$ cat config.mk
export PLATFORM = sky130hd
export DESIGN_NAME = poly_result_collector_flat
export DESIGN_NICKNAME = d
export VERILOG_FILES = /design/src/rtl/poly_result_collector_if.sv /design/src/rtl/poly_result_collector.sv /design/src/flat_wrapper.sv
export SDC_FILE = /design/constraint.sdc
export NUM_CORES = 1
export LEC_CHECK = 0
export ABC_AREA = 1
export CAP_MARGIN = 40
export CELL_PAD_IN_SITES_DETAIL_PLACEMENT = 2
export CELL_PAD_IN_SITES_GLOBAL_PLACEMENT = 2
export CORE_MARGIN = 5
export CORE_UTILIZATION = 29
export CTS_CLUSTER_DIAMETER = 150
export CTS_CLUSTER_SIZE = 16
export DETAILED_ROUTE_END_ITERATION = 8
export GPL_ROUTABILITY_DRIVEN = 1
export MAX_ROUTING_LAYER = met4
export PLACE_DENSITY_LB_ADDON = 0.3
export REMOVE_ABC_BUFFERS = 1
export SLEW_MARGIN = 0
export SYNTH_ARGS = -nofsm -noshare
export SYNTH_HDL_FRONTEND = slang
export SYNTH_SLANG_ARGS = --single-unit
$ cat constraint.sdc
create_clock -name clk -period 5.4 [get_ports clk]
set_input_delay 0.54 -clock clk [delete_from_list [all_inputs] [get_ports clk]]
set_output_delay 0.54 -clock clk [all_outputs]
set_load 0.05 [all_outputs]
$ cat src/rtl/poly_result_collector_if.sv
// Term-in / coefficient-out stream bundle for the polynomial result collector.
// The master drives terms and out_ready; the slave is the collector.
interface poly_result_collector_if #(
    parameter int unsigned N  = 4,
    parameter int unsigned CW = 4,
    parameter int unsigned IW = 3
) ();
    logic          in_valid;
    logic          in_ready;
    logic [IW-1:0] in_idx;
    logic [CW-1:0] in_coeff;
    logic          in_last;
    logic          out_valid;
    logic          out_ready;
    logic [CW-1:0] out_coeff;
    logic [IW-1:0] out_idx;
    logic          out_last;
    logic          err;

    modport master (
        output in_valid, in_idx, in_coeff, in_last, out_ready,
        input  in_ready, out_valid, out_coeff, out_idx, out_last, err
    );

    modport slave (
        input  in_valid, in_idx, in_coeff, in_last, out_ready,
        output in_ready, out_valid, out_coeff, out_idx, out_last, err
    );
endinterface

$ cat src/rtl/poly_result_collector.sv
// Accumulates partial-product terms into a negacyclic (mod x^N + 1) result polynomial,
// then drains it one coefficient per handshake and clears itself for the next product.
module poly_result_collector #(
    parameter int unsigned N  = 4,
    parameter int unsigned CW = 4,
    parameter int unsigned IW = 3
) (
    input logic                   clk,
    input logic                   reset,
    poly_result_collector_if.slave bus
);
    localparam int unsigned PW = $clog2(N);

    typedef enum logic [0:0] {StAcc, StDrain} state_e;

    state_e        state_q, state_d;
    logic [CW-1:0] acc_q [N];
    logic [CW-1:0] acc_d [N];
    logic [PW-1:0] ptr_q, ptr_d;
    logic          err_q, err_d;

    logic [31:0]   idx_ext;
    logic [PW-1:0] slot;
    logic          at_last;
    logic          draining;

    // N is a power of two, so idx and idx-N share the same low bits.
    assign idx_ext  = 32'(bus.in_idx);
    assign slot     = bus.in_idx[PW-1:0];
    assign at_last  = (ptr_q == PW'(N - 1));
    assign draining = (state_q == StDrain);

    always_comb begin
        state_d = state_q;
        acc_d   = acc_q;
        ptr_d   = ptr_q;
        err_d   = err_q;
        unique case (state_q)
            StAcc: begin
                if (bus.in_valid) begin
                    if (idx_ext < N) begin
                        acc_d[slot] = acc_q[slot] + bus.in_coeff;
                    end else if (idx_ext <= 2 * N - 2) begin
                        acc_d[slot] = acc_q[slot] - bus.in_coeff;
                    end else begin
                        err_d = 1'b1;
                    end
                    if (bus.in_last) begin
                        state_d = StDrain;
                        ptr_d   = '0;
                    end
                end
            end
            StDrain: begin
                if (bus.out_ready) begin
                    ptr_d = ptr_q + 1'b1;
                    if (at_last) begin
                        for (int unsigned i = 0; i < N; i++) begin
                            acc_d[i] = '0;
                        end
                        ptr_d   = '0;
                        state_d = StAcc;
                    end
                end
            end
            default: ;
        endcase
    end

    always_ff @(posedge clk or negedge reset) begin
        if (!reset) begin
            state_q <= StAcc;
            acc_q   <= '{default: '0};
            ptr_q   <= '0;
            err_q   <= 1'b0;
        end else begin
            state_q <= state_d;
            acc_q   <= acc_d;
            ptr_q   <= ptr_d;
            err_q   <= err_d;
        end
    end

    assign bus.in_ready  = (state_q == StAcc);
    assign bus.out_valid = draining;
    assign bus.out_coeff = draining ? acc_q[ptr_q] : '0;
    assign bus.out_idx   = draining ? IW'(ptr_q) : '0;
    assign bus.out_last  = draining && at_last;
    assign bus.err       = err_q;
endmodule

$ cat src/flat_wrapper.sv
// flat-port wrapper written by rule: the top's interface ports become plain ports
module poly_result_collector_flat 
#(
    parameter int unsigned N  = 4,
    parameter int unsigned CW = 4,
    parameter int unsigned IW = 3
)
  (clk, reset, bus_in_valid, bus_in_idx, bus_in_coeff, bus_in_last, bus_out_ready, bus_in_ready, bus_out_valid, bus_out_coeff, bus_out_idx, bus_out_last, bus_err);
  poly_result_collector_if #(.N(N), .CW(CW), .IW(IW)) bus_i ();
  input logic clk;
  input logic reset;
  input wire logic [$bits(bus_i.in_valid)-1:0] bus_in_valid;
  input wire logic [$bits(bus_i.in_idx)-1:0] bus_in_idx;
  input wire logic [$bits(bus_i.in_coeff)-1:0] bus_in_coeff;
  input wire logic [$bits(bus_i.in_last)-1:0] bus_in_last;
  input wire logic [$bits(bus_i.out_ready)-1:0] bus_out_ready;
  output wire logic [$bits(bus_i.in_ready)-1:0] bus_in_ready;
  output wire logic [$bits(bus_i.out_valid)-1:0] bus_out_valid;
  output wire logic [$bits(bus_i.out_coeff)-1:0] bus_out_coeff;
  output wire logic [$bits(bus_i.out_idx)-1:0] bus_out_idx;
  output wire logic [$bits(bus_i.out_last)-1:0] bus_out_last;
  output wire logic [$bits(bus_i.err)-1:0] bus_err;
  assign bus_i.in_valid = bus_in_valid;
  assign bus_i.in_idx = bus_in_idx;
  assign bus_i.in_coeff = bus_in_coeff;
  assign bus_i.in_last = bus_in_last;
  assign bus_i.out_ready = bus_out_ready;
  assign bus_in_ready = bus_i.in_ready;
  assign bus_out_valid = bus_i.out_valid;
  assign bus_out_coeff = bus_i.out_coeff;
  assign bus_out_idx = bus_i.out_idx;
  assign bus_out_last = bus_i.out_last;
  assign bus_err = bus_i.err;
  poly_result_collector #(.N(N), .CW(CW), .IW(IW)) u_core (.clk(clk), .reset(reset), .bus(bus_i));
endmodule
# Word level (Yosys, flattened, before mapping)
# Index checks and enable logic that the tools add are counted.
[op_classes]
add_sub_neg = 3
order_cmp = 5
eq_ne = 6
n_mux = 28
n_bitwise = 5
reduce_logical = 5
[op_table]
columns = ["op", "count"]
rows = [
  ["$mux W16", 5],
  ["$bwmux W16", 2],
  ["$pmux W16 S2", 1],
  ["$mux W4", 6],
  ["$bmux W4 S2", 2],
  ["$mux W2", 5],
  ["$demux W4 S2", 1],
  ["$ne A2 B2 Y1 const B", 4],
  ["$reduce_and A4 Y1", 2],
  ["$ge A3 B3 Y1 const B", 2],
  ["$not A2 Y3", 2],
  ["$add A4 B4 Y4", 1],
  ["$mux W1", 4],
  ["$pmux W2 S2", 1],
  ["$sub A4 B4 Y4", 1],
  ["$le A3 B3 Y1 const B", 1],
  ["$lt A3 B1 Y1 const B", 1],
  ["$lt A3 B3 Y1 const B", 1],
  ["$ne A3 B1 Y1 const B", 1],
  ["$not A1 Y1", 3],
  ["$reduce_and A3 Y1", 1],
  ["$add A2 B1 Y2 const B", 1],
  ["$eq A2 B2 Y1 const B", 1],
  ["$logic_and A1 B1 Y1", 2],
  ["$pmux W1 S2", 1],
]
[word_totals]
reg_bits = 20
inputBits = 12
output_inout_bits = 11
wordCells = 59

# Logic depth before layout (Yosys ltp)
# Gate-level depths: netlist (run 1).
[depth]
ltp_word = 10
mapped_depth = 16
depth_no_buf = 16

# Least setup slack after synthesis (run 1)
# Ideal clock, no wire load.
[synth_path]
kind = "register to output"
start = "reg u_core.state_q (netlist: u_core.bus.out_valid)"
end = "out bus_out_coeff[0]"
arrival_ps = 1804
setup_slack_ps = 3056
stages_incl_launch_ff = 5
path_buffers = 2
path_cell_list = "dfrtp_1 buf_6 inv_2 buf_6 a21oi_1"
[synth_via]
elab_chain_cells = 1
[synth_lines]
columns = ["item", "line", "text"]
rows = [
  ["start, declared", "poly_result_collector.sv:16", "state_e state_q, state_d;"],
  ["start signal, assigned", "poly_result_collector.sv:72", "state_q <= StAcc;"],
  ["start signal, assigned", "poly_result_collector.sv:77", "state_q <= state_d;"],
  ["$mux W4", "poly_result_collector.sv:86", "assign bus.out_coeff = draining ? acc_q[ptr_q] : '0;"],
  ["end, declared", "flat_wrapper.sv:19", "output wire logic [$bits(bus_i.out_coeff)-1:0] bus_out_coeff;"],
]
# Every way passes these cells.

# Worst setup path after layout (run 1)
[layout_path]
start = "in bus_in_idx[1]"
end = "reg u_core.acc_q[6] in the netlist's numbering"
[layout_via]
elab_chain_cells = 10
elab_cells_between_ends = 21
classes_between = "add/sub: 2; order compare: 4; eq/ne: 1; mux: 11; bitwise: 1; reduce/logical: 2"
[layout_lines]
columns = ["item", "line", "text"]
rows = [
  ["start, declared", "flat_wrapper.sv:13", "input wire logic [$bits(bus_i.in_idx)-1:0] bus_in_idx;"],
  ["$not A2 Y3 (implied by the code)", "poly_result_collector.sv:42, poly_result_collector.sv:44", ""],
  ["$bmux W4 S2 (tied with other cells)", "poly_result_collector.sv:42, poly_result_collector.sv:44", ""],
  ["$mux W4 (implied by the code) / $logic_and A1 B1 Y1 (equally long branches)", "poly_result_collector.sv:42, poly_result_collector.sv:44", ""],
  ["$mux W4 (implied by the code)", "poly_result_collector.sv:42, poly_result_collector.sv:44", ""],
  ["$sub A4 B4 Y4 / $demux W4 S2 (equally long branches)", "poly_result_collector.sv:44, poly_result_collector.sv:42", ""],
  ["$bwmux W16", "poly_result_collector.sv:44", "acc_d[slot] = acc_q[slot] - bus.in_coeff;"],
  ["$mux W16", "poly_result_collector.sv:43", "end else if (idx_ext <= 2 * N - 2) begin"],
  ["$mux W16", "poly_result_collector.sv:41", "if (idx_ext < N) begin"],
  ["$mux W16", "poly_result_collector.sv:40", "if (bus.in_valid) begin"],
  ["$pmux W16 S2", "poly_result_collector.sv:38", "unique case (state_q)"],
  ["end signal, assigned", "poly_result_collector.sv:73", "acc_q <= '{default: '0};"],
  ["end signal, assigned", "poly_result_collector.sv:78", "acc_q <= acc_d;"],
  ["end, declared", "poly_result_collector.sv:17", "logic [CW-1:0] acc_q [N];"],
]
# Parallel ways exist; a longest one is shown, timed or not. The select of a mux whose other input is x is not followed.
# A chain may end at the register's enable or synchronous reset.

==> results of run 1 <==
[final timing paths]
kind,start,endpoint,slack (ps),cells past startpoint
max in group asynchronous,reset,u_core.acc_q[6],4520,2
setup / recovery,bus_in_idx[1],u_core.acc_q[6],2150,12
hold reg to reg,u_core.bus.err,u_core.bus.err,470,1
hold / removal,u_core.bus.err,u_core.bus.err,470,1
min in group asynchronous,reset,u_core.ptr_q[0],490,1
setup reg to reg,u_core.acc_q[9],u_core.acc_q[6],3070,11
[power groups by stage]
stage,sequential (mW),clock [mW],combinational [mW]
2_1_floorplan,0.276,0,0.405
3_3_place_gp,0.272,0,0.619
3_5_place_dp,0.276,0,0.635
4_1_cts,0.274,0.105,0.638
5_1_grt,0.282,0.111,0.693
6_report,0.273,0.102,0.626
[placed cells by master, fill, tap and decap left out]
| cell type | netlist | layout |
|---|---|---|
| nor2_1 | 15 | 15 |
| clkbuf_8 | 0 | 3 |
| nand3_4 | 2 | 2 |
| clkinv_2 | 1 | 1 |
| a22oi_1 | 1 | 1 |
| ha_1 | 7 | 7 |
| xor2_1 | 1 | 1 |
| nand2_4 | 1 | 1 |
| nand2_1 | 46 | 46 |
| a22o_2 | 1 | 1 |
| dfrtp_1 | 20 | 20 |
| inv_1 | 33 | 33 |
| clkdlybuf4s50_1 | 0 | 21 |
| a21oi_1 | 15 | 15 |
| a21oi_2 | 1 | 1 |
| fa_1 | 2 | 2 |
| clkinv_1 | 1 | 1 |
| nand2_2 | 1 | 1 |
| conb_1 | 1 | 1 |
| a31o_2 | 1 | 1 |
| buf_8 | 0 | 1 |
| o22ai_1 | 2 | 2 |
| o21ai_0 | 25 | 25 |
| nor2_2 | 4 | 4 |
| nand3_1 | 10 | 10 |
| o221ai_1 | 1 | 1 |
| inv_2 | 1 | 1 |
| o21ai_1 | 3 | 3 |
[area by class of cell]
type / instances / area [µm²]
well taps: 67 / 83.8
repair buffers: 22 / 225
multi-input cells: 140 / 768
fillers: 584 / 3030
inverters: 36 / 136
flip-flops and latches: 20 / 500
clock buffers: 3 / 41.3
[logic make-up (layout without fill, tap and decap cells)]
kind of cell    Yosys count  count (layout)  synth area share [%]
xor+xnor                  1               1                 0.606
other cells               1               1                 0.259
fa+ha+maj                 9               9                  8.83
buf+inv                  41              61                  12.2
flops                    20              20                  34.6
compound gates           50              50                  18.8
simple gates             79              79                  24.7
[per-stage QoR]
| stage | hold slack, ps | cells | total power [mW] | cell area [µm²] |
|---|---|---|---|---|
| 2_1_floorplan | 244 | 196 | 0.681 | 1410 |
| 3_3_place_gp | 453 | 284 | 0.891 | 1700 |
| 3_5_place_dp | 457 | 285 | 0.911 | 1710 |
| 4_1_cts | 475 | 288 | 1.02 | 1760 |
| 5_1_grt | 496 | 288 | 1.09 | 1760 |
| 6_report | 467 | 288 | 1.00 | 1760 |
[flip-flops by register name, summed over array words and instances (netlist names)]
register / cells
u_core.bus.err: 1
u_core.bus.out_valid: 1
u_core.ptr_q: 2
u_core.acc_q: 16
[per-layer routing]
metal / GRT usage, % / share of wire (%) / vias to the layer above
met1: 20.5 / 47 / 664
li1: - / - / 677
met4: 4.39 / 1.2 / 0
met5: - / 0 / -
met3: 0.785 / 0.98 / 6
met2: 27.5 / 50 / 9
[worst max-delay path, stage by stage]
cell,delay (ps)
clkdlybuf4s50_1,550
inv_1,100
nor2_1,220
inv_1,150
o21ai_0,570
inv_1,140
fa_1,410
nand2_1,70
o21ai_0,110
xor2_1,330
nand2_1,110
o21ai_0,110
==> impl_results.md, run 1 <==
- Detailed-route wire length per cell: 16.3 µm
- Worst rel slew slack: 54.3%
- Row count: 25
- Library cells used by synthesis: 28
- H-tree levels: 1
- Vias per inst: 4.71
- Overall die width: 80.6 µm
- HPWL after detailed placement: 3.84 mm
- Number of clock sinks: 20
- Required time of the critical path: 5560 ps
- Starting DRC count in detailed routing: 47
- Status: completed
- I/O pin count: 23
- Library cell occupying the most area in the post-synthesis netlist: dfrtp_1
- Count leader, synth: nand2_1
- Final ANT Viol Nets: 0
- Clock Power Share: 10.2%
- Peak ir drop on the vdd network: 0.212 mV
- Vias in the first global route: 1,519
- Clock latency of the later-clocked register in the worst-skew pair: 260 ps
- Register bit count reported by yosys: 20
- Commonest register cell after synthesis: dfrtp_1
- Measured slew at the worst slew-check pin: 678 ps
- Inserted Clock Buffers: 3
- Weighted congestion reported at the end of routability-driven placement: 0.797
- Reg clk slew, reported paths: 70 ps
- Peak clock frequency supported by timing: 308 MHz
- Worst Setup Slack post-DPL: 1890 ps
- Fraction of power consumed by combinational cells: 62.5%
- Fraction of layout cells with a size suffix above 1: 7.69%
- Synth warn: 0
- Shortest clock period the worst path allows after layout: 3250 ps
- Part of the cycle the worst path needs: 60.1%
- Synthesized netlist cell count: 201
- CTS Root Buffer Type: clkbuf_8
- Sequential cell area fraction in the yosys report: 34.6%
- Number of max-cap violations: 0
- Port-buffer cells: 21
- Start-to-end type of the worst setup path: in2reg
- Die height: 80.6 µm
- LEAKAGE: 0.844 nW
- Class of the worst hold path: reg2reg
- Maximum number of pins on one net before global-route repair: 18
- Switching power share of the total: 54.3%
- Startpoint type of the worst setup path: input port
- Power per unit of standard cell area: 570 nW/µm²
- First-pass GRT wire length: 7.78 mm
- Post-cts hold buffer count: 0
- Final core utilization: 36.7%
- List of most frequent post-synthesis cells: nand2_1, inv_1, o21ai_0, dfrtp_1
- Area share of the leading cell type in the synthesized netlist: 34.6%
- Unrepaired setup endpoints after global routing: no
- Element type at the critical path end: register
- Power share of the sequential group: 27.3%
- Layout area overhead: 21.5%
- Internal: 0.458 mW
- Drt pass-1 iters: 3
- Setup-violating endpoint count in the final report: 0
- Setup Skew: 6.96 ps
- Antenna violations before repair: 0
- Async set-or-reset flop fraction in the synthesized netlist: 100%
- Bufs on Longest Clock Path: 2
- Post-CTS setup repair buffer count: 0
- Slew Limit Fails: 0
- GRT Resource Usage Total: 16.0%
- Number of nets in the finished design: 244
- TritonCTS clock tree: done
- Wire length after detailed routing: 4.68 mm
- Overall via count from detail_route: 1,356
- Top area cells in the synthesized netlist: dfrtp_1, nand2_1, o21ai_0
- Area inside the core boundary: 4790 µm²
- Switch Pwr: 0.544 mW
- Setup Total Neg Slack: 0 ps
- Final Hold Vio Count: 0
- Worst setup margin: 2150 ps
- ANT cells: 0
- Resize count post-CTS: 0
- Initial cell density of the core: 30.2%
- Number of DRC violations after detailed routing: 0
- Post-Syn Area: 1450 µm²
- Critical Path Fanout Max: 4
- Overflow after GRT: 0
- Die Outline Area: 6490 µm²
- Average instance area after synthesis: 7.19 µm²
- WP data arrival: 3410 ps
- Number of synthesized flops with an enable pin: 0
(Power assumes the default switching activity.)
==> run 2: changes to the inputs <==
Settings changed: CORE_UTILIZATION 29 to 27.
Clock period 5.4 ns to 2.93 ns, I/O delays scaled along.
==> run 2 against run 1 <==
Effect of this change: global-route usage shrank 1.7 points; combinational power rose by 90%; setup slack got worse by 1900 ps; register-to-register slack worse by 2400 ps; die area grew 6.5%; critical endpoint is now u_core.acc_q[2]; power rose by 90%; clock-buffer cell count is 1 higher.
==> impl_results.md, run 2 (synthesis gave the netlist of run 1 again) <==
- HPWL after detailed placement: 3.82 mm (-0.46%)
- ANT cells: 0 (unchanged)
- Critical Path Fanout Max: 7 (+3)
- Element type at the critical path end: register
- Die height: 83.2 µm (+3.2%)
- Layout area overhead: 24.9%
- Measured slew at the worst slew-check pin: 507 ps (-171 ps)
- Bufs on Longest Clock Path: 2 (unchanged)
- Setup Skew: 1.24 ps (-5.72 ps)
- Maximum number of pins on one net before global-route repair: 21 (+3)
- Power per unit of standard cell area: 1050 nW/µm² (+85%)
- Die Outline Area: 6920 µm² (+6.5%)
- Status: completed
- Startpoint type of the worst setup path: input port
- Class of the worst hold path: in2async
- CTS Root Buffer Type: clkbuf_8
- Largest register by flop count: u_core.acc_q
- Worst setup margin: 221 ps (-1930 ps)
- GRT Resource Usage Total: 14.4% (-1.7 points)
- Non-filler cells in the finished layout: 296 (+2.8%)
- Starting DRC count in detailed routing: 33 (-30%)
- Area inside the core boundary: 5140 µm² (+7.4%)
- Overflow after GRT: 0 (unchanged)
- Fraction of layout cells with a size suffix above 1: 10.2% (+2.5 points)
- Drt pass-1 iters: 4 (+1)
- Area of all placed cells without fillers: 1810 µm² (+2.9%)
- Setup-violating endpoint count in the final report: 0 (unchanged)
- Number of nets in the finished design: 248 (+1.6%)
- Row count: 26 (+4.0%)
- Part of the cycle the worst path needs: 92.4%
- Slew Limit Fails: 0 (unchanged)
- Antenna violations before repair: 0 (unchanged)
- Post-cts hold buffer count: 0 (unchanged)
- Cell area after placement: 1730 µm² (+1.1%)
- Most common library cell in the layout ignoring fill and taps: nand2_1
- WP data arrival: 2860 ps (-550 ps)
- Registers with the most flip-flops: u_core.acc_q: 16 flops, u_core.ptr_q: 2 flops
- I/O pin count: 23 (unchanged)
- Inserted Clock Buffers: 3 (unchanged)
- Overall via count from detail_route: 1,424 (+5.0%)
- Unrepaired setup endpoints after global routing: no
- Final Hold Vio Count: 0 (unchanged)
- Reg2reg path depth: 13 (+2)
- H-tree levels: 1 (unchanged)
- Vias per inst: 4.81 (+2.2%)
- Final core utilization: 35.1% (-1.6 points)
- Shortest clock period the worst path allows after layout: 2710 ps
- Max reg flops: 16 (unchanged)
- Clock latency of the later-clocked register in the worst-skew pair: 260 ps (about the same)
- Peak ir drop on the vdd network: 0.370 mV (+74%)
- Required time of the critical path: 3080 ps (-2480 ps)
- Weighted congestion reported at the end of routability-driven placement: 0.782 (-1.9%)
- Number of max-cap violations: 0 (unchanged)
- Worst rel slew slack: 66.2% (+12 points)
- Initial cell density of the core: 28.1% (-2.1 points)
- Commonest cells after routing, fill and taps aside: nand2_1, inv_1, o21ai_0
- Start-to-end type of the worst setup path: in2reg
- Reg clk slew, reported paths: 80 ps (about the same)
- Vias in the first global route: 1,609 (+5.9%)
- Port-buffer cells: 21 (unchanged)
- Number of DRC violations after detailed routing: 0 (unchanged)
- Final ANT Viol Nets: 0 (unchanged)
- Peak clock frequency supported by timing: 369 MHz
- Filler cell count in the final layout: 648 (+11%)
- Total placed cells including tap cells: 291 (+2.1%)
- Wire length after detailed routing: 4.63 mm (-1.1%)
- Worst Setup Slack post-DPL: -55.8 ps (-1950 ps)
- Number of clock sinks: 20 (unchanged)
- First-pass GRT wire length: 7.78 mm (about the same)
- Final Hold Slack: 378 ps (-89.8 ps)
- Overall die width: 83.2 µm (+3.2%)
- TritonCTS clock tree: done
- LEAKAGE: 0.911 nW (+7.8%)
- Detailed-route wire length per cell: 15.6 µm (-3.8%)
run 2: final timing paths:
| kind | startpoint | to | slack [ps] |
|---|---|---|---|
| hold / removal | reset | u_core.ptr_q[1] | 380 |
| setup reg to reg | u_core.acc_q[8] | u_core.acc_q[2] | 690 |
| hold reg to reg | u_core.bus.err | u_core.bus.err | 470 |
| min in group clk | u_core.bus.err | u_core.bus.err | 470 |
| setup / recovery | bus_in_idx[0] | u_core.acc_q[2] | 220 |
| max in group asynchronous | reset | u_core.acc_q[3] | 2330 |
run 2: repair_timing:
| action | 4_1_cts | 5_1_grt |
|---|---|---|
| endpoints found under the setup margin | 0 | 7 |
| buffers inserted | 0 | 1 |
| resized for setup | 0 | 4 |
run 2: metal layers:
metal  routed length [µm]  track usage, %  vias up
li1                     -               -      687
met1                 2030            16.5      719
met5                    0               -        -
met3                   84            1.98        6
met4                   48            3.57        0
met2                 2460            26.2       12
run 2: worst max-delay path, stage by stage:
cell,delay [ps]
clkdlybuf4s50_1,610
nand2_1,190
o22ai_1,210
a21oi_1,50
o21ai_0,150
inv_1,100
ha_1,220
fa_1,360
nand2_1,70
o21ai_0,130
xor2_1,190
buf_4,160
nand2_1,60
o21ai_0,70
run 2: final cells by class:
cell class | count | area, µm² | area share (%)
sequential | 20 | 500 | 27.7
multi-input combinational | 140 | 771 | 42.7
clock buffer | 4 | 55.1 | 3.05
timing repair buffer | 26 | 255 | 14.1
tap | 70 | 87.6 | 4.85
inverter | 36 | 136 | 7.55
run 2: stage by stage:
stage          setup TNS, ps  power (mW)
2_1_floorplan              0        1.26
5_1_grt                    0        2.05
3_3_place_gp               0        1.67
6_report                   0        1.90
3_5_place_dp            -193        1.70
4_1_cts                    0        1.92
run 2: power by group:
| part | internal [mW] | switching, mW |
|---|---|---|
| sequential | 0.387 | 0.106 |
| clock | 0.120 | 0.0959 |
| combinational | 0.391 | 0.801 |
==> run 3: changes to the inputs <==
Settings changed: CORE_UTILIZATION 27 to 29, DONT_BUFFER_PORTS set to 1, SKIP_CTS_REPAIR_TIMING set to 1.
==> run 3 against run 2 <==
Effect of this change: critical path depth shrank 5; wire length shrank 3.9%; core utilization shrank 1.7 points; critical path type is now reg2reg; critical endpoint is now u_core.acc_q[10].
==> impl_results.md, run 3 (synthesis gave the netlist of run 1 again) <==
- Largest register by flop count: u_core.acc_q
- Port-buffer cells: 0 (-100%)
- Final core utilization: 33.4% (-1.7 points)
- Drt pass-1 iters: 4 (unchanged)
- Delay of the slowest cell on the worst path: 520 ps (-90 ps)
- Number of DRC violations after detailed routing: 0 (unchanged)
- Peak ir drop on the vdd network: 0.366 mV (-1.3%)
- Unrepaired setup endpoints after global routing: no
- Number of max-cap violations: 0 (unchanged)
- First-pass GRT wire length: 7.40 mm (-4.9%)
- Worst R2R Start: u_core.acc_q[5]
- Internal reg-to-reg setup slack: 710 ps (+20 ps)
- Final Hold Vio Count: 0 (unchanged)
- I/O pin count: 23 (unchanged)
- Max reg flops: 16 (unchanged)
- Critical Path Fanout Max: 4 (-3)
- Reg clk slew, reported paths: 80 ps (about the same)
- HPWL after detailed placement: 3.72 mm (-2.7%)
- WP data arrival: 2400 ps (-460 ps)
- Peak clock frequency supported by timing: 451 MHz (+22%)
- Overall die width: 80.6 µm (-3.1%)
- Power per unit of standard cell area: 1090 nW/µm² (+3.2%)
- Inserted Clock Buffers: 3 (unchanged)
- Antenna violations before repair: 0 (unchanged)
- Setup-violating endpoint count in the final report: 0 (unchanged)
- CTS Root Buffer Type: clkbuf_8
- Number of buffer and inverter instances along the worst setup path: 2 (-1)
- Detailed-route wire length per cell: 16.3 µm (+4.2%)
- Wire length after detailed routing: 4.45 mm (-3.9%)
- Commonest cells after routing, fill and taps aside: nand2_1, inv_1, o21ai_0
- Row count: 25 (-3.8%)
- Overflow after GRT: 0 (unchanged)
- Logic depth of the worst setup path including buffers: 9 (-5)
- Worst rel slew slack: 57.4% (-8.8 points)
- Die height: 80.6 µm (-3.1%)
- Area inside the core boundary: 4790 µm² (-6.9%)
- Registers with the most flip-flops: u_core.acc_q: 16 flops, u_core.ptr_q: 2 flops
- Layout area overhead: 10.6%
- Most common library cell in the layout ignoring fill and taps: nand2_1
- Number of nets in the finished design: 229 (-7.7%)
- Part of the cycle the worst path needs: 75.7% (-17 points)
- Starting DRC count in detailed routing: 52 (+58%)
- Overall via count from detail_route: 1,332 (-6.5%)
- TritonCTS clock tree: done
- ANT cells: 0 (unchanged)
- Launch point of the worst path: u_core.acc_q[5]
- Startpoint type of the worst setup path: register
- Reg2reg path depth: 9 (-4)
- Class of the worst hold path: in2reg
- Slowest-stage cell, CP: o21ai_0
- Vias per inst: 4.88 (+1.4%)
- Filler cell count in the final layout: 568 (-12%)
- Reg2Reg Capture Point: u_core.acc_q[10]
- Shortest clock period the worst path allows after layout: 2220 ps (-491 ps)
- Measured slew at the worst slew-check pin: 632 ps (+126 ps)
- Cell family with the largest share of critical-path delay: compound AO/OA/AOI/OAI gates
- LEAKAGE: 0.795 nW (-13%)
- Number of clock sinks: 20 (unchanged)
- Final ANT Viol Nets: 0 (unchanged)
- Status: completed
- Bufs on Longest Clock Path: 2 (unchanged)
- Overall power consumption: 1.74 mW (-8.7%)
- Setup Skew: 6.63 ps (+5.39 ps)
- Required time of the critical path: 3110 ps (+30 ps)
- Fraction of layout cells with a size suffix above 1: 10.7% (+0.50 points)
- Setup Total Neg Slack: 0 ps (unchanged)
- Slew Limit Fails: 0 (unchanged)
- Vias in the first global route: 1,490 (-7.4%)
- Weighted congestion reported at the end of routability-driven placement: 0.862 (+10%)
- Die Outline Area: 6490 µm² (-6.1%)
- Element type at the critical path end: register
- Initial cell density of the core: 30.2% (+2.1 points)
- Start-to-end type of the worst setup path: reg2reg
- CP endpoint: u_core.acc_q[10]
- H-tree levels: 1 (unchanged)
- Cells traversed along the worst timing path: inv_1 > o21ai_0 > inv_1 > fa_1 > nand2_1 > o21ai_0 > xor2_1 > nand2_1 > o21ai_1
- Clock latency of the later-clocked register in the worst-skew pair: 260 ps (about the same)
- GRT Resource Usage Total: 15.3% (+0.90 points)
- Maximum number of pins on one net before global-route repair: 21 (unchanged)
[run 3: cell count changes in the layout (fill, tap and decap cells not counted)]
cell	before	now
buf_12	0	1
clkbuf_8	4	3
clkdlybuf4s50_1	18	0
dlygate4sd3_1	0	1
dlymetal6s2s_1	3	0
nor2_1	14	15
nor2_2	5	4
[run 3: worst register-to-register path, cell delays in order, from the launching register on]
cell,delay (ps)
dfrtp_1,340
inv_1,60
o21ai_0,520
inv_1,130
fa_1,410
nand2_1,70
o21ai_0,100
xor2_1,330
nand2_1,90
o21ai_1,90
[run 3: how the worst min path moves through the flow]
stage / start / cells after the start / to / slack [ps]
6_report: bus_out_ready / 1 / u_core.bus.out_valid / 140
3_5_place_dp: reset / 0 / u_core.ptr_q[1] / -2
5_1_grt: bus_out_ready / 1 / u_core.bus.out_valid / 110
2_1_floorplan: reset / 0 / u_core.acc_q[0] / -3
4_1_cts: reset / 0 / u_core.acc_q[9] / -280
3_3_place_gp: reset / 0 / u_core.ptr_q[0] / -2
[run 3: layout make-up]
class	instances	area [µm²]	area share, %
multi-input combinational	140	768	48.1
sequential	20	500	31.3
inverter	36	136	8.54
tap	67	83.8	5.25
timing repair buffer	7	67.6	4.23
clock buffer	3	41.3	2.58
[run 3: report_power, final]
part	switching [mW]	internal, mW	leakage [nW]
clock	0.0889	0.0915	0.0216
combinational	0.766	0.281	0.508
sequential	0.120	0.388	0.265
total	0.975	0.760	0.795
[run 3: metal layers]
layer / track usage (%) / vias to the layer above / wire, µm
met5: - / - / 0
li1: - / 647 / -
met1: 16.5 / 662 / 1840
met2: 28.6 / 17 / 2460
met4: 6.25 / 0 / 78
met3: 1.12 / 6 / 66
[run 3: stage by stage]
step	hold slack (ps)	setup slack, ps	instance area [µm²]	std cells
2_1_floorplan	-2.59	667	1410	196
3_3_place_gp	-1.64	508	1530	268
3_5_place_dp	-1.51	442	1530	268
4_1_cts	-284	702	1570	271
5_1_grt	115	476	1600	273
6_report	136	712	1600	273
==> variant: new RTL, flow settings as in run 2 <==
`IW` is set to 3 in 3 places; all go to 2.
--- a/src/rtl/poly_result_collector_if.sv
+++ b/src/rtl/poly_result_collector_if.sv
@@ -3,7 +3,7 @@
 interface poly_result_collector_if #(
     parameter int unsigned N  = 4,
     parameter int unsigned CW = 4,
-    parameter int unsigned IW = 3
+    parameter int unsigned IW = 2
 ) ();
     logic          in_valid;
     logic          in_ready;
--- a/src/rtl/poly_result_collector.sv
+++ b/src/rtl/poly_result_collector.sv
@@ -3,7 +3,7 @@
 module poly_result_collector #(
     parameter int unsigned N  = 4,
     parameter int unsigned CW = 4,
-    parameter int unsigned IW = 3
+    parameter int unsigned IW = 2
 ) (
     input logic                   clk,
     input logic                   reset,
--- a/src/flat_wrapper.sv
+++ b/src/flat_wrapper.sv
@@ -3,7 +3,7 @@
 #(
     parameter int unsigned N  = 4,
     parameter int unsigned CW = 4,
-    parameter int unsigned IW = 3
+    parameter int unsigned IW = 2
 )
   (clk, reset, bus_in_valid, bus_in_idx, bus_in_coeff, bus_in_last, bus_out_ready, bus_in_ready, bus_out_valid, bus_out_coeff, bus_out_idx, bus_out_last, bus_err);
   poly_result_collector_if #(.N(N), .CW(CW), .IW(IW)) bus_i ();
Ports: changed (resized bus_in_idx and bus_out_idx); port bits go from 23 to 21. No check against the original RTL was run, so the function may have changed too.
==> variant against run 2 <==
- synthesized cell count decreased by 16%
- setup slack improved by 0.14 ns
- wire length decreased by 12%
- synthesized area decreased by 13%
- utilization about the same
- final area decreased by 14%
- largest cell class unchanged
- sequential power decreased by 3%
- power decreased by 7.2%
- non-clock buffer count decreased by 5
- hold slack got worse by 0.079 ns
- critical path type unchanged
- sequential cell count decreased by 1
==> variant: results (changes against run 2) <==
[power_and_ir_drop]
peakVddDrop_uv=518  ; +40%
powerDensity_mw_per_mm2=1130  ; +7.4%
p_clk_uw=194  ; -10%
internal_power_uw=828  ; -7.8%
leakage_nw=0.762  ; -16%
p_comb_share_pct=62.0  ; -0.7 points

[synth]
ys.flop_type=dfrtp_1
synth-seq-area-share_pct=37.9  ; +3.3 points
yosysUniqueCellTypes=24  ; -14%
synth_compound_area_share_pct=17.6  ; -1.1 points
muxShareOfSynthArea_pct=0  ; unchanged
synth_area_leaders=dfrtp_1, nand2_1, o21ai_0
synth.avg_cell_area_um2=7.47  ; +3.9%
synth_xor_area_share_pct=0.698  ; +0.092 points
synth_fa_ha_area_share_pct=5.58  ; -3.2 points
ys_async_sr_fraction_pct=100  ; unchanged
synthTopCellsByCount=nand2_1, inv_1, dfrtp_1, o21ai_0, a21oi_1

[detailed_routing]
viasPerCell=5.13  ; +6.6%
vias=1236  ; -13%
wl_per_cell_um=16.9  ; +8.0%
drtIter0Drc=70  ; +110%
drt_pre_antenna_iters=4  ; unchanged

[setup_path]
worstPathArrival_ns=2.71  ; -0.15 ns
r2r_cells=8  ; -5
r2r_start=u_core.acc_q[12]
reg2reg_slack_ns=0.85  ; +0.16 ns
crit_start=bus_in_idx[1]
crit_end=u_core.acc_q[10]
critPathMaxFanout=9  ; +2

[clock_network]
root_buffer=clkbuf_8
cts_buffers=3  ; unchanged
insertion_delay_ns=0.26  ; about the same
htreeDepth=1  ; unchanged

[global_routing]
grt_pass1_wl_um=7020  ; -9.8%
grt_pass1_vias=1378  ; -14%
track_usage_pct=15.0  ; +0.68 points
met1_usage_pct=18.9  ; +2.4 points
met2_usage_pct=25.4  ; -0.81 points
grt_max_degree=16  ; -24%
use_met3_pct=2.29  ; +0.31 points

[placement]
post-place-ws_ns=0.0748  ; +0.131 ns
hpwl_um=3280  ; -14%
dp_cells=237  ; -19%
portBuffers=19  ; -9.5%
routabilityCongestion=0.818  ; +4.6%
place_area_mm2=0.00151  ; -13%

[finish]
antennaDiodeCount=0  ; unchanged
layout.nets=206  ; -17%
layout-drive-gt1-share_pct=11.1  ; +0.93 points

[sta]
maxSlewHeadroom_pct=66.2  ; +0.067 points
skew_ns=0.00132  ; +0.0000832 ns
whs_ns=0.298  ; -0.0794 ns

[flow_run]
max_cap_violations=0  ; unchanged

[outcome]
status=finished clean

## variant: changes by cell type after synthesis, moves of 3 or more
cell     delta
nand2_1    -19
ha_1        -3
nor2_4      +3
nor2_1      -5
nand4_1     +6
nor2_2      -4
o21ai_0     -6
inv_1       -8
nand2_2     +7
o21ai_1     -3
## variant: cell type report
type / count / area [µm²]
multi-input combinational: 116 / 639
clock buffer: 3 / 41.3
tap: 52 / 65.1
fill: 522 / 2880
clock inverter: 1 / 5.00
timing repair buffer: 21 / 225
sequential: 19 / 475
inverter: 29 / 109
## variant: critical path, cell delays in order
cell	delay [ns]
clkdlybuf4s50_1	0.74
nor2_4	0.12
a22oi_1	0.21
o221ai_1	0.15
ha_1	0.23
fa_1	0.39
xnor2_1	0.32
nor3_1	0.08
nand3_1	0.08
o21ai_0	0.09
## variant: per-layer routing
layer / routed length [µm] / share of wire (%)
met1: 1850 / 45
met5: 0 / 0
met4: 29 / 0.71
met3: 139 / 3.4
met2: 2050 / 50
